<file path="src/rtl/bist_pkg.sv">
// Shared types and constants for the BIST response-analysis stage.
package bist_pkg;

    typedef enum logic [1:0] {
        IDLE  = 2'd0,
        RUN   = 2'd1,
        CHECK = 2'd2,
        DONE  = 2'd3
    } state_t;

    localparam int SIG_W = 4;

    // x^4+x+1: q3 feeds back into q0 and q1.
    localparam logic [SIG_W-1:0] SISR_FB = 4'b0011;

endpackage

</file>
<file path="src/rtl/bist_sig_checker_sisr4.sv">
// 4-bit serial-input signature register (x^4+x+1) with shift enable and synchronous clear.
module sisr4_en
    import bist_pkg::*;
(
    input  logic             clk_i,
    input  logic             rst_i,
    input  logic             clr_i,
    input  logic             en_i,
    input  logic             din_i,
    output logic [SIG_W-1:0] sig_o
);

    logic [SIG_W-1:0] sig_q;
    logic [SIG_W-1:0] sig_d;

    always_comb begin
        sig_d = sig_q;
        if (clr_i) begin
            sig_d = '0;
        end else if (en_i) begin
            sig_d = {sig_q[SIG_W-2:0], din_i} ^ (sig_q[SIG_W-1] ? SISR_FB : '0);
        end
    end

    always_ff @(posedge clk_i or posedge rst_i) begin
        if (rst_i) begin
            sig_q <= '0;
        end else begin
            sig_q <= sig_d;
        end
    end

    assign sig_o = sig_q;

endmodule

</file>
<file path="config.mk">
export PLATFORM = sky130hd
export DESIGN_NAME = sisr4_en
export DESIGN_NICKNAME = d
export VERILOG_FILES = /design/src/rtl/bist_pkg.sv /design/src/rtl/bist_sig_checker_sisr4.sv
export SDC_FILE = /design/constraint.sdc
export NUM_CORES = 1
export LEC_CHECK = 0
export CAP_MARGIN = 25
export CELL_PAD_IN_SITES_DETAIL_PLACEMENT = 0
export CELL_PAD_IN_SITES_GLOBAL_PLACEMENT = 1
export CORE_AREA = 2 2 39 41
export DETAILED_ROUTE_END_ITERATION = 10
export DIE_AREA = 0 0 41 43
export PLACE_DENSITY_LB_ADDON = 0.1
export SLEW_MARGIN = 5
export SYNTH_ARGS = -nofsm -noshare
export SYNTH_HDL_FRONTEND = slang
export SYNTH_SLANG_ARGS = --single-unit
</file>
<file path="constraint.sdc">
create_clock -name clk_i -period 0.91 [get_ports clk_i]
set_input_delay 0.091 -clock clk_i [delete_from_list [all_inputs] [get_ports clk_i]]
set_output_delay 0.091 -clock clk_i [all_outputs]
set_load 0.005 [all_outputs]
</file>
Word-level counts from Yosys, hierarchy flattened --
Index checks and enable logic that the tools add are counted.
Cells by class: bitwise logic cells 1, reduce and logical (&&, ||, !) cells 1, multiplexer cells 3
Operator list (number):
- 2-to-1 mux 4 bit | 2
- bitwise XOR 4 x 2 -> 4 bit | 1
- 2-to-1 mux 2 bit | 1
- nonzero test 2 bit | 1
Storage, ports and cells: flip-flop bits (word level) 4, word-level logic and storage cells 6, bits of input ports 5, output and inout port bits 4

Logic depth before layout (Yosys ltp) --
Gate-level depths: netlist of run 1.
word-level depth 4, mapped depth 3, mapped depth without buffers 2

Worst setup path before layout of run 1 --
No wires, ideal clock.
path type reg-to-reg, from reg sig_q[3], in the netlist sig_o[3], to reg sig_q[0], in the netlist sig_o[0], cell stages (with the launch flop) 3, setup slack 0.076 ns, data arrival time 0.748 ns, setup time 0.087 ns, path through dfrtp_1 > xnor2_1 > a211oi_2
On the way: word-level cells in the longest chain between the ends 4
Ends and longest elaborated chain:
- start: declaration | line bist_sig_checker_sisr4.sv:13 | logic [SIG_W-1:0] sig_q;
- start signal: assignment | line bist_sig_checker_sisr4.sv:29 | sig_q <= sig_d;
- 2-to-1 mux 2 bit | line bist_sig_checker_sisr4.sv:21 | sig_d = {sig_q[SIG_W-2:0], din_i} ^ (sig_q[SIG_W-1] ? SISR_FB : '0);
- bitwise XOR 4 x 2 -> 4 bit | line bist_sig_checker_sisr4.sv:21
- 2-to-1 mux 4 bit | line bist_sig_checker_sisr4.sv:20 | end else if (en_i) begin
- 2-to-1 mux 4 bit | line bist_sig_checker_sisr4.sv:18 | if (clr_i) begin
No other way between the ends. The select of a mux whose other input is x is not followed. A chain may end at the register's enable or synchronous reset.

Final worst setup path of run 1 --
from reg sig_q[0], in the netlist sig_o[0], to reg sig_q[1], in the netlist sig_o[1]
On the way: word-level cells in the longest chain between the ends 3
Ends and longest elaborated chain (line):
- bitwise XOR 4 x 2 -> 4 bit | bist_sig_checker_sisr4.sv:21
- 2-to-1 mux 4 bit | bist_sig_checker_sisr4.sv:20
- 2-to-1 mux 4 bit | bist_sig_checker_sisr4.sv:18
No other way between the ends. The select of a mux whose other input is x is not followed.

==> metrics.md, run 1 <==
| Metric | Value |
|---|---|
| Outcome | finished with violations |
| Failing checks | setup timing |
| Critical path endpoint category | register |
| Net count reported at finish | 38 |
| Number of global-route vias before repair | 187 |
| Placed instance count | 44 |
| Io pins | 9 |
| Post-CTS Hold Buffers | 0 |
| H-Tree Level Count | 1 |
| Sequential area share after synthesis | 53.7% |
| Register bit total from synthesis | 4 |
| Proportion of synthesized area in mux cells | 10.7% |
| Die width | 41 um |
| # diodes | 0 |
| Die area | 0.00176 mm^2 |
| RSZ-0062 raised after global routing | yes |
| Combinational family with the most area after synthesis | compound AO/OA/AOI/OAI gates |
| Input/output buffers | 8 |
| Most frequent cells in the layout | nor2_1 (4), clkdlybuf4s50_1 (4), dfrtp_1 (4) |
| Hold crit path type | primary input to async pin |
| Share of cells above drive strength 1 | 45.2% |
| Iter 0 DRT Violations | 0 |
| Setup ws final | -0.00440 ns |
| Cell Count, Final, Fillers Out | 47 |
| # setup viols final | 2 |
| Final worst-path cycle share | 100% |
| Largest register FFs | 4 |
| Fmax | 1090 MHz |
| Synth warnings | 0 |
| Final Hold Viols | 0 |
| Sequential power share | 39.2% |
| Wirelength per Cell | 9.17 um |
| Worst setup SP type | register |
| Total track usage | 7.04% |
| # rows | 14 |
| Detailed Routing Iterations Pass 1 | 1 |
| Power, Total | 0.492 mW |
| HPWL Detailed | 351 um |
| Die Ht | 43 um |
| Synth Area in Simple Gates | 8.05% |
| Syn Inst Count | 16 |
| # DRC | 0 |
| Critical setup path kind | register to register |
| Clock power share | 43.5% |
| First-pass GRT wire length | 752 um |
| Unique masters post-synth | 7 |
| Worst-Skew Late Latency | 0.23 ns |
| Max-cap check violation count | 0 |
| Worst clock skew | 0.00318 ns |
| CTS tree | yes |
| Critical Path AT | 1.05 ns |
| GRT overflow | 0 |
| Net Sw Power | 0.105 mW |
| CP bufs+invs | 1 |
| Num CTS Buffers | 3 |
| Synth Area in XOR/XNOR | 9.40% |
| Via density | 3.53 |
| Final Critical Period | 0.914 ns |
| Root Buffer Master | clkbuf_4 |
| Crit path cell chain | buf_6, xnor2_2, a211oi_2 |
| Routed vias | 166 |
| Rel. slew slack | 83.1% |
| Max stage delay on crit path | 0.39 ns |
| Largest net degree at the start of global routing | 7 |
| WP data required | 1.05 ns |
| Routability cong. | 0.622 |
| Clock slew at reported path FFs | 0.04 ns |
| Critical-path top delay cell | dfrtp_1 |
| Worst-Margin Slew | 0.253 ns |
| Synth Area in Compound Gates | 13.4% |
| Dpl cell area | 319 um^2 |
| Core ar. | 0.00138 mm^2 |
| Logic gate share of total power | 17.4% |
| # clock sinks | 4 |
| Max VDD drop | 0.000397 V |
| Leakage power | 0.163 nW |
| Fin area | 342 um^2 |
| Post-CTS Repair Setup Buffers | 0 |
| WL final | 431 um |
| Pins Over Slew Limit | 0 |
| Max Root-Sink Buffers | 2 |
| Int Pwr | 0.387 mW |
| Worst Hold Slack | 0.0480 ns |
| CP top delay family | flip-flops |
| P&R area growth vs syn | 83.2% |
| Mapped Avg Cell Area | 11.7 um^2 |
| Fraction of the mapped netlist area in adder cells | 0% |
| PD cells | 1440 mW/mm^2 |
| Switching Share | 21.4% |
| Initial antenna violation count | 0 |
| Mapped Area | 186 um^2 |
| DRT antenna net count | 0 |
| CP max FO | 2 |
| Initial Utilization | 13.5% |
| Syn nets | 21 |
## final timing paths
| check | startpoint | endpoint | slack [ns] | cells after the start |
|---|---|---|---|---|
| setup / recovery | sig_o[0]$_DFFE_PP0P_ | sig_o[1]$_DFFE_PP0P_ | -0.004 | 3 |
| hold / removal | rst_i | sig_o[3]$_DFFE_PP0P_ | 0.05 | 2 |
| setup reg to reg | sig_o[0]$_DFFE_PP0P_ | sig_o[1]$_DFFE_PP0P_ | -0.004 | 3 |
| hold reg to reg | sig_o[2]$_DFFE_PP0P_ | sig_o[2]$_DFFE_PP0P_ | 0.63 | 3 |
| max in group asynchronous | rst_i | sig_o[1]$_DFFE_PP0P_ | 0.71 | 2 |
| min in group clk_i | clr_i | sig_o[0]$_DFFE_PP0P_ | 0.51 | 2 |
## power by group through the flow
stage	clock, mW	sequential (mW)	combinational [mW]
floorplan	0	0.197	0.0298
global placement	0	0.194	0.0896
detailed placement	0	0.194	0.0885
CTS	0.229	0.192	0.0856
global route	0.237	0.194	0.0940
finish	0.214	0.193	0.0855
## per-layer routing
layer	up-vias	track usage, %	routed length (um)	part of all wire (%)
met5	-	0	0	0
met2	8	7.50	186	43
met4	0	8.00	7	1.6
li1	83	-	-	-
met3	2	5.24	56	13
met1	73	7.74	180	42
## cells in the mapped netlist (all sizes together)
cell | instances | share of area, %
dfrtp | 4 | 54
mux2i | 2 | 11
a211oi | 2 | 13
buf | 1 | 2.7
xnor2 | 2 | 9.4
nor2 | 4 | 8.1
inv | 1 | 2.0
## through the flow
| step | utilization, % | TNS, ns | setup slack, ns |
|---|---|---|---|
| after CTS | 25.0 | -0.0466 | -0.0173 |
| after global placement | 23.1 | -0.809 | -0.223 |
| final | 24.7 | -0.00671 | -0.00440 |
| after floorplan | - | 0 | 0.0757 |
| after global routing | 24.7 | -0.198 | -0.0764 |
| after detailed placement | 23.1 | -0.776 | -0.197 |
## kinds of logic (layout without fill, tap and decap cells)
group	count (synthesis)	in the layout
muxes	2	2
xor gates and xnor gates	2	2
and+or+nand+nor	4	4
DFF	4	4
AOI/OAI and AO/OA	2	2
buffers and inverters	2	17
## final cells by class
class	count	area, um^2
Sequential cell	4	100
Inverter	1	3.75
Timing Repair Buffer	13	110
Multi-Input combinational cell	10	85.1
Clock buffer	3	22.5
Tap cell	16	20.0
Fill cell	168	1040
## repair_timing
action                                  4_1_cts  5_1_grt
endpoints found under the setup margin        6        6
cloned                                        0        0
gates resized for setup                       9        5
pin swaps                                     2        0
hold endpoints to repair                      0        0
(Power assumes the default switching activity.)
==> run 2: changes to the inputs <==
--- a/config.mk
+++ b/config.mk
@@ -11,6 +11,7 @@
 export CORE_AREA = 2 2 39 41
 export DETAILED_ROUTE_END_ITERATION = 10
 export DIE_AREA = 0 0 41 43
+export GPL_ROUTABILITY_DRIVEN = 0
 export PLACE_DENSITY_LB_ADDON = 0.1
 export SLEW_MARGIN = 5
 export SYNTH_ARGS = -nofsm -noshare
==> results of run 2 <==
Same layout as run 1: the final DEF is identical, and so are final timing and power.
